--- src/rtl/mips32_pkg.sv ---
// -----------------------------------------------------------------------------
// mips32_pkg
// Shared types for the MIPS32 memory arbiter slice.
//   mode_e    : arbiter operating mode (LOAD/RUN/HALT), also driven on `mode`
//   req_id_e  : requester identity, used to steer the delayed read-valid pulse
// -----------------------------------------------------------------------------
package mips32_pkg;

  typedef enum logic [1:0] {
    LOAD = 2'd0,
    RUN  = 2'd1,
    HALT = 2'd2
  } mode_e;

  typedef enum logic [1:0] {
    REQ_LD = 2'd0,
    REQ_IF = 2'd1,
    REQ_DM = 2'd2
  } req_id_e;

endpackage

--- src/rtl/mips32_mem_arbiter_if.sv ---
// -----------------------------------------------------------------------------
// mips32_mem_arbiter_if
// Bundles every bus between the arbiter, its three requesters (program loader,
// instruction fetch, data access), the core status lines and the memory array.
//   modport slave  : the arbiter's view
//   modport master : the environment's view (requesters, core, memory)
// Parameters: AW word-address width, DW data width.
// -----------------------------------------------------------------------------
interface mips32_mem_arbiter_if
  import mips32_pkg::*;
#(
  parameter int AW = 10,
  parameter int DW = 32
);

  // Loader
  logic          ld_req;
  logic          ld_we;
  logic [AW-1:0] ld_addr;
  logic [DW-1:0] ld_wdata;
  logic          ld_done;
  logic          ld_gnt;
  logic          ld_rvalid;
  // Instruction fetch (read only)
  logic          if_req;
  logic [AW-1:0] if_addr;
  logic          if_gnt;
  logic          if_rvalid;
  // Data access
  logic          dm_req;
  logic          dm_we;
  logic [AW-1:0] dm_addr;
  logic [DW-1:0] dm_wdata;
  logic          dm_gnt;
  logic          dm_rvalid;
  // Core status / shared read data / mode
  logic          halted;
  logic [DW-1:0] rdata;
  mode_e         mode;
  // Memory command port
  logic          mem_en;
  logic          mem_we;
  logic [AW-1:0] mem_addr;
  logic [DW-1:0] mem_wdata;
  logic [DW-1:0] mem_rdata;

  modport slave (
    input  ld_req, ld_we, ld_addr, ld_wdata, ld_done,
    output ld_gnt, ld_rvalid,
    input  if_req, if_addr,
    output if_gnt, if_rvalid,
    input  dm_req, dm_we, dm_addr, dm_wdata,
    output dm_gnt, dm_rvalid,
    input  halted,
    output rdata, mode,
    output mem_en, mem_we, mem_addr, mem_wdata,
    input  mem_rdata
  );

  modport master (
    output ld_req, ld_we, ld_addr, ld_wdata, ld_done,
    input  ld_gnt, ld_rvalid,
    output if_req, if_addr,
    input  if_gnt, if_rvalid,
    output dm_req, dm_we, dm_addr, dm_wdata,
    input  dm_gnt, dm_rvalid,
    output halted,
    input  rdata, mode,
    input  mem_en, mem_we, mem_addr, mem_wdata,
    output mem_rdata
  );

endinterface

--- src/rtl/mips32_starve_cnt.sv ---
// -----------------------------------------------------------------------------
// mips32_starve_cnt
// Saturating count of consecutive cycles the fetch requester was denied.
//   clk, reset : clock, asynchronous active-high reset
//   inc_i      : fetch requested and was not granted this cycle
//   clr_i      : fetch granted, or arbiter is leaving/outside RUN (wins over inc)
//   at_max_o   : count has reached MAX_WAIT; fetch gets priority over data
// -----------------------------------------------------------------------------
module mips32_starve_cnt #(
  parameter int MAX_WAIT = 4
) (
  input  logic clk,
  input  logic reset,
  input  logic inc_i,
  input  logic clr_i,
  output logic at_max_o
);

  localparam int CW = $clog2(MAX_WAIT + 1);

  logic [CW-1:0] cnt_q, cnt_d;

  always_comb begin
    cnt_d = cnt_q;
    if (clr_i) begin
      cnt_d = '0;
    end else if (inc_i && !at_max_o) begin
      cnt_d = cnt_q + CW'(1);
    end
  end

  always_ff @(posedge clk or posedge reset) begin
    if (reset) cnt_q <= '0;
    else       cnt_q <= cnt_d;
  end

  assign at_max_o = (cnt_q == CW'(MAX_WAIT));

endmodule

--- src/rtl/mips32_mem_arbiter.sv ---
// -----------------------------------------------------------------------------
// mips32_mem_arbiter
// Shares one synchronous single-port memory (1-cycle read latency) between the
// program loader, instruction fetch and data access of the MIPS32 core.
//   clk, reset : clock, asynchronous active-high reset
//   bus        : mips32_mem_arbiter_if.slave (requesters, core status, memory)
// Modes: LOAD (loader only, ld_done -> RUN), RUN (data over fetch unless fetch
// has been starved MAX_WAIT cycles; halted -> HALT), HALT (loader only,
// ld_req -> LOAD). Grants and the memory command are combinational; the
// per-requester read-valid pulses one cycle after a read grant.
// -----------------------------------------------------------------------------
module mips32_mem_arbiter
  import mips32_pkg::*;
#(
  parameter int AW       = 10,
  parameter int DW       = 32,
  parameter int MAX_WAIT = 4
) (
  input logic                 clk,
  input logic                 reset,
  mips32_mem_arbiter_if.slave bus
);

  mode_e         state_q, state_d;
  logic          ld_gnt, if_gnt, dm_gnt;
  logic          starve_max, cnt_inc, cnt_clr;
  logic          rd_pend_q, rd_pend_d;
  req_id_e       rd_id_q, rd_id_d;
  logic          mem_we_d;
  logic [AW-1:0] mem_addr_d;
  logic [DW-1:0] mem_wdata_d;

  // ---------------------------------------------------------------- state reg
  // NOTE: clocked state uses non-blocking assignments so every flop samples
  // pre-edge values regardless of process evaluation order.
  always_ff @(posedge clk or posedge reset) begin
    if (reset) state_q <= LOAD;
    else       state_q <= state_d;
  end

  // --------------------------------------------------------------- next state
  // NOTE: each combinational output is given a default first so no path leaves
  // it unassigned, which would otherwise infer a latch.
  always_comb begin
    state_d = state_q;
    case (state_q)
      LOAD:    if (bus.ld_done) state_d = RUN;
      RUN:     if (bus.halted)  state_d = HALT;
      HALT:    if (bus.ld_req)  state_d = LOAD;
      default: state_d = LOAD;
    endcase
  end

  // ------------------------------------------------------------------- grants
  // Reset forces every grant (and therefore the memory command) low.
  always_comb begin
    ld_gnt = 1'b0;
    if_gnt = 1'b0;
    dm_gnt = 1'b0;
    if (!reset) begin
      case (state_q)
        LOAD, HALT: ld_gnt = bus.ld_req;
        RUN: begin
          if (bus.if_req && (starve_max || !bus.dm_req)) if_gnt = 1'b1;
          else if (bus.dm_req)                           dm_gnt = 1'b1;
        end
        default: ;
      endcase
    end
  end

  assign bus.ld_gnt = ld_gnt;
  assign bus.if_gnt = if_gnt;
  assign bus.dm_gnt = dm_gnt;

  // ---------------------------------------------------------- memory command
  always_comb begin
    mem_we_d    = 1'b0;
    mem_addr_d  = '0;
    mem_wdata_d = '0;
    if (ld_gnt) begin
      mem_we_d    = bus.ld_we;
      mem_addr_d  = bus.ld_addr;
      mem_wdata_d = bus.ld_wdata;
    end else if (dm_gnt) begin
      mem_we_d    = bus.dm_we;
      mem_addr_d  = bus.dm_addr;
      mem_wdata_d = bus.dm_wdata;
    end else if (if_gnt) begin
      mem_addr_d  = bus.if_addr;
    end
  end

  assign bus.mem_en    = ld_gnt | if_gnt | dm_gnt;
  assign bus.mem_we    = mem_we_d;
  assign bus.mem_addr  = mem_addr_d;
  assign bus.mem_wdata = mem_wdata_d;

  // --------------------------------------------------------- read-valid steer
  // Remember who received a read grant so the data returning next cycle is
  // flagged to that requester only; writes produce no valid pulse.
  always_comb begin
    rd_pend_d = 1'b0;
    rd_id_d   = rd_id_q;
    if (ld_gnt && !bus.ld_we) begin
      rd_pend_d = 1'b1;
      rd_id_d   = REQ_LD;
    end else if (if_gnt) begin
      rd_pend_d = 1'b1;
      rd_id_d   = REQ_IF;
    end else if (dm_gnt && !bus.dm_we) begin
      rd_pend_d = 1'b1;
      rd_id_d   = REQ_DM;
    end
  end

  always_ff @(posedge clk or posedge reset) begin
    if (reset) begin
      rd_pend_q <= 1'b0;
      rd_id_q   <= REQ_LD;
    end else begin
      rd_pend_q <= rd_pend_d;
      rd_id_q   <= rd_id_d;
    end
  end

  assign bus.ld_rvalid = rd_pend_q && (rd_id_q == REQ_LD);
  assign bus.if_rvalid = rd_pend_q && (rd_id_q == REQ_IF);
  assign bus.dm_rvalid = rd_pend_q && (rd_id_q == REQ_DM);
  assign bus.rdata     = bus.mem_rdata;
  assign bus.mode      = state_q;

  // ------------------------------------------------------ fetch starvation
  // Cleared on the edge that leaves RUN as well as while outside it, so a
  // denied fetch on the halting edge does not carry a stale count.
  assign cnt_inc = (state_q == RUN) && bus.if_req && !if_gnt;
  assign cnt_clr = if_gnt || (state_q != RUN) || (state_d != RUN);

  mips32_starve_cnt #(.MAX_WAIT(MAX_WAIT)) u_starve_cnt (
    .clk      (clk),
    .reset    (reset),
    .inc_i    (cnt_inc),
    .clr_i    (cnt_clr),
    .at_max_o (starve_max)
  );

endmodule

--- src/flat_wrapper.sv ---
// flat-port wrapper written by rule: the top's interface ports become plain ports
module mips32_mem_arbiter_flat import mips32_pkg::*;
#(
  parameter int AW       = 10,
  parameter int DW       = 32,
  parameter int MAX_WAIT = 4
)
  (clk, reset, bus_ld_req, bus_ld_we, bus_ld_addr, bus_ld_wdata, bus_ld_done, bus_ld_gnt, bus_ld_rvalid, bus_if_req, bus_if_addr, bus_if_gnt, bus_if_rvalid, bus_dm_req, bus_dm_we, bus_dm_addr, bus_dm_wdata, bus_dm_gnt, bus_dm_rvalid, bus_halted, bus_rdata, bus_mode, bus_mem_en, bus_mem_we, bus_mem_addr, bus_mem_wdata, bus_mem_rdata);
  mips32_mem_arbiter_if #(.AW(AW), .DW(DW)) bus_i ();
  input logic clk;
  input logic reset;
  input wire logic [$bits(bus_i.ld_req)-1:0] bus_ld_req;
  input wire logic [$bits(bus_i.ld_we)-1:0] bus_ld_we;
  input wire logic [$bits(bus_i.ld_addr)-1:0] bus_ld_addr;
  input wire logic [$bits(bus_i.ld_wdata)-1:0] bus_ld_wdata;
  input wire logic [$bits(bus_i.ld_done)-1:0] bus_ld_done;
  output wire logic [$bits(bus_i.ld_gnt)-1:0] bus_ld_gnt;
  output wire logic [$bits(bus_i.ld_rvalid)-1:0] bus_ld_rvalid;
  input wire logic [$bits(bus_i.if_req)-1:0] bus_if_req;
  input wire logic [$bits(bus_i.if_addr)-1:0] bus_if_addr;
  output wire logic [$bits(bus_i.if_gnt)-1:0] bus_if_gnt;
  output wire logic [$bits(bus_i.if_rvalid)-1:0] bus_if_rvalid;
  input wire logic [$bits(bus_i.dm_req)-1:0] bus_dm_req;
  input wire logic [$bits(bus_i.dm_we)-1:0] bus_dm_we;
  input wire logic [$bits(bus_i.dm_addr)-1:0] bus_dm_addr;
  input wire logic [$bits(bus_i.dm_wdata)-1:0] bus_dm_wdata;
  output wire logic [$bits(bus_i.dm_gnt)-1:0] bus_dm_gnt;
  output wire logic [$bits(bus_i.dm_rvalid)-1:0] bus_dm_rvalid;
  input wire logic [$bits(bus_i.halted)-1:0] bus_halted;
  output wire logic [$bits(bus_i.rdata)-1:0] bus_rdata;
  output wire logic [$bits(bus_i.mode)-1:0] bus_mode;
  output wire logic [$bits(bus_i.mem_en)-1:0] bus_mem_en;
  output wire logic [$bits(bus_i.mem_we)-1:0] bus_mem_we;
  output wire logic [$bits(bus_i.mem_addr)-1:0] bus_mem_addr;
  output wire logic [$bits(bus_i.mem_wdata)-1:0] bus_mem_wdata;
  input wire logic [$bits(bus_i.mem_rdata)-1:0] bus_mem_rdata;
  assign bus_i.ld_req = bus_ld_req;
  assign bus_i.ld_we = bus_ld_we;
  assign bus_i.ld_addr = bus_ld_addr;
  assign bus_i.ld_wdata = bus_ld_wdata;
  assign bus_i.ld_done = bus_ld_done;
  assign bus_ld_gnt = bus_i.ld_gnt;
  assign bus_ld_rvalid = bus_i.ld_rvalid;
  assign bus_i.if_req = bus_if_req;
  assign bus_i.if_addr = bus_if_addr;
  assign bus_if_gnt = bus_i.if_gnt;
  assign bus_if_rvalid = bus_i.if_rvalid;
  assign bus_i.dm_req = bus_dm_req;
  assign bus_i.dm_we = bus_dm_we;
  assign bus_i.dm_addr = bus_dm_addr;
  assign bus_i.dm_wdata = bus_dm_wdata;
  assign bus_dm_gnt = bus_i.dm_gnt;
  assign bus_dm_rvalid = bus_i.dm_rvalid;
  assign bus_i.halted = bus_halted;
  assign bus_rdata = bus_i.rdata;
  assign bus_mode = bus_i.mode;
  assign bus_mem_en = bus_i.mem_en;
  assign bus_mem_we = bus_i.mem_we;
  assign bus_mem_addr = bus_i.mem_addr;
  assign bus_mem_wdata = bus_i.mem_wdata;
  assign bus_i.mem_rdata = bus_mem_rdata;
  mips32_mem_arbiter #(.AW(AW), .DW(DW), .MAX_WAIT(MAX_WAIT)) u_core (.clk(clk), .reset(reset), .bus(bus_i));
endmodule
--- config.mk ---
export PLATFORM = sky130hd
export DESIGN_NAME = mips32_mem_arbiter_flat
export DESIGN_NICKNAME = d
export VERILOG_FILES = /design/src/rtl/mips32_pkg.sv /design/src/rtl/mips32_mem_arbiter_if.sv /design/src/rtl/mips32_starve_cnt.sv /design/src/rtl/mips32_mem_arbiter.sv /design/src/flat_wrapper.sv
export SDC_FILE = /design/constraint.sdc
export NUM_CORES = 1
export LEC_CHECK = 0
export BUFFER_PORTS_ARGS = -buffer_cell sky130_fd_sc_hd__buf_2
export CAP_MARGIN = 20
export CORE_AREA = 3 3 84 86
export CTS_CLUSTER_DIAMETER = 50
export DETAILED_ROUTE_END_ITERATION = 10
export DIE_AREA = 0 0 87 89
export HOLD_SLACK_MARGIN = 0.02
export PLACE_DENSITY = 0.64
export SLEW_MARGIN = 40
export SYNTH_ARGS = -nofsm -noshare
export SYNTH_HDL_FRONTEND = slang
export SYNTH_SLANG_ARGS = --single-unit
--- constraint.sdc ---
create_clock -name clk -period 2.1 [get_ports clk]
set_input_delay 0.21 -clock clk [delete_from_list [all_inputs] [get_ports clk]]
set_output_delay 0.21 -clock clk [all_outputs]
set_load 0.05 [all_outputs]
==> summary.md <==
| Metric | Value |
|---|---|
| CTS buffer count | 3 |
| DRT Pass-1 Iters | 5 |
| Largest net degree at the start of global routing | 45 |
| Clock Sink Count | 8 |
| Warnings from Yosys | 0 |
| H-tree depth | 1 |
| Element type at the critical path end | primary output |
| Number of synthesized flops with an enable pin | 0 |
| CTS root buffer | clkbuf_8 |
| Syn_nets | ~300 |
| Core area | around 6300 µm² |
| Initial Util | between 20% and 30% |
| CP required | between 1.5 and 2 ns |
| FF+latch area | 203 µm² |
| CP max-delay cell | dfrtp_1 |
| First-pass GRT wire length | just over 8000 µm |
| Area occupied by multi-input gates | 827 µm² |
| Initial antenna violation count | 0 |
| Post-route ant nets | 0 |
| # fillers | 662 |
| Worst-path cell chain | inv_2, ha_4, a21bo_4, a21boi_4, buf_12, clkbuf_16, a22o_1, buf_4 |
| Post-route insts no fill | between 300 and 400 |
| Worst Tran Pin Value | between 0.3 and 0.4 ns |
| GRT Overall Usage | between 10% and 20% |
| WP data arrival | approximately 1.9 ns |
| Max-cap violations | 0 |
| Residual DRC | 0 |
| Fin crit period | roughly 2.1 ns |
| Critical setup path kind | reg2out |
| Final worst slack | 0.0352 ns |
| PwrDens | between 600 and 700 nW/µm² |
| Routed length on met1 | between 2000 and 3000 µm |
| Total leakage power | ~1.2 nW |
| Max-slew headroom | 73.2% |
| Antenna diode count | 0 |
| Met3 Routed Length | 778 µm |
| Post-DP HPWL | between 4000 and 5000 µm |
| Commonest non-fill, non-tap cell in the layout | buf_2 |
| Worst-Skew Late Latency | 0.24 ns |
| Synth cell types | 34 |
| # setup viols final | 0 |
| DR vias/cell | 4.84 |
| Worst Setup Slack post-DPL | 0.178 ns |
| Post-synthesis cell count | around 170 |
| Synth Flop Type | dfrtp_1 |
| Total Power | 1.45 mW |
| Sequential share of the synthesized area | roughly 15% |
| Status | finished, final reports clean |
| Crit share post-route | a little over nine tenths |
| Syn Area/Cell | between 7 and 8 µm² |
| Design Area, Final | 2390 µm² |
| Synth Cell Area | between 1000 and 1500 µm² |
| CTS tree | built |
| Layout cells sized above 1 | a little over three fifths |
| GR Overflow Total | 0 |
| Async SR Flop Fraction | 100% |
| Vias in the first global route | 1545 |
| Via count | roughly 1800 |
| WL final | 6920 µm |
| Finished Core Util | 37.6% |
| Synth Register Bits | 8 |
| Hold Crit Class | in2reg |
| Input/output buffers | about 150 |
| Avg WL per Cell | 18.4 µm |
| Final hold vios | 0 |
| Met2 routed WL | 3570 µm |
| Crit path largest cell delay | 0.36 ns |
| Row count | 29 |
| Io pins | 219 |
| Placed Instance Area | slightly below 2000 µm² |
| Skew final | between 0.006 and 0.007 ns |
| Synth-to-layout area growth | 80.3% |
| Die H | between 80 and 90 µm |
| Die width | 87 µm |
| Uppermost routed layer | met4 |
| Achievable frequency | between 400 and 500 MHz |
| Clk slew on worst S/H paths | ~0.05 ns |
| DRT iter0 DRCs | between 60 and 70 |
| # nets final | around 440 |
| Slew Viols, Final | 0 |
| Startpoint type of the worst setup path | flip-flop |
| Commonest cells after routing, fill and taps aside | 111 x buf_2, 32 x a22o_1, 27 x buf_4, 20 x nand2_1, 17 x buf_6 |
| RePlAce Congestion | 0.809 |
| CP max FO | 8 |
| Max Root-Sink Buffers | 2 |
| WP buf/inv | 4 |
| CP delay by family, top | buffers and inverters |
| Placed Instances | 359 |
| Max IR drop VDD | about 450 µV |
| Die Footprint | around 7700 µm² |
-- worst reg2reg max path, stage by stage (launching register included) --
cell and delay [ns]:
dfrtp_1 0.36, inv_2 0.05, ha_4 0.16, a21bo_4 0.24, a311o_1 0.41, nor3_2 0.18
-- path summary, 6_finish.rpt --
check                      cells past startpoint  slack, ns                                      from                                       end
setup reg to reg                               5       0.61  u_core.u_starve_cnt.cnt_q[0]$_DFFE_PP0P_  u_core.u_starve_cnt.cnt_q[2]$_DFFE_PP0P_
max in group asynchronous                      3       1.41                                     reset              u_core.bus.mode[1]$_DFF_PP0_
hold / removal                                 3       0.22                               bus_ld_done              u_core.bus.mode[0]$_DFF_PP0_
hold reg to reg                                1       0.49              u_core.bus.mode[1]$_DFF_PP0_              u_core.bus.mode[0]$_DFF_PP0_
min in group asynchronous                      3       0.51                                     reset  u_core.u_starve_cnt.cnt_q[0]$_DFFE_PP0P_
setup / recovery                               8       0.04  u_core.u_starve_cnt.cnt_q[0]$_DFFE_PP0P_                         bus_mem_wdata[27]
-- synthesized netlist by cell type (2+ instances only) --
cell | count | area [µm²]
a21boi_0 | 2 | 15.0
a21oi_1 | 3 | 15.0
a22o_1 | 33 | 289
and3b_1 | 2 | 17.5
buf_2 | 2 | 10.0
buf_4 | 39 | 293
clkbuf_1 | 3 | 11.3
dfrtp_1 | 8 | 200
ha_1 | 2 | 25.0
inv_1 | 4 | 15.0
mux2i_1 | 2 | 20.0
nand2_1 | 20 | 75.1
nand2b_1 | 3 | 18.8
nand4_1 | 10 | 62.6
nor2_1 | 5 | 18.8
nor3b_1 | 2 | 15.0
o211ai_1 | 10 | 75.1
o22ai_1 | 2 | 12.5
-- flip-flops by register name, indices dropped and copies added (netlist names) --
register / count
u_core.rd_pend_q: 1
u_core.bus.mode: 2
u_core.u_starve_cnt.cnt_q: 3
u_core.rd_id_q: 2
-- layout make-up --
cell class                      count  share of cell area (%)
Inverter                            5                    1.05
Sequential cell                     8                    8.49
Tap cell                           77                    4.03
Multi-Input combinational cell    111                    34.6
Timing Repair Buffer              171                    49.9
Clock buffer                        4                    1.89
-- cell families (layout without fill, tap and decap cells) --
kind of cell	after synthesis	in the layout	share of synthesized area (%)
AO/OA/AOI/OAI	55	55	34.7
AND/OR/NAND/NOR	50	51	20.8
buffers and inverters	50	180	25.4
flip-flops	8	8	15.1
adder cells (fa/ha/maj)	2	2	1.89
multiplexers	2	2	1.51
XOR/XNOR	1	1	0.661
-- routing by layer --
| layer | GRT usage [%] | vias up |
|---|---|---|
| met5 | 0 | - |
| met4 | 0.850 | 0 |
| met3 | 4.24 | 3 |
| met2 | 23.5 | 119 |
| met1 | 15.9 | 836 |
| li1 | - | 860 |
-- power breakdown --
part	internal, mW	switching (mW)
registers	0.187	0.0350
logic	0.391	0.635
clock network	0.132	0.0685
-- metrics by stage --
step / setup TNS [ns] / hold slack (ns)
6_report: 0 / 0.221
3_3_place_gp: 0 / 0.223
2_1_floorplan: -0.0268 / 0.0421
5_1_grt: -0.336 / 0.246
4_1_cts: 0 / 0.227
3_5_place_dp: 0 / 0.226
-- what timing repair did --
action | 4_1_cts | 5_1_grt
buffers inserted | 2 | 4
cloned | 0 | 6
endpoints found under the hold margin | 8 | 0
hold buffers | 1 | 0
setup endpoints to repair | 42 | 44
pin swaps | 0 | 5
resized for setup | 9 | 82
Power figures use the tool's default switching activity.
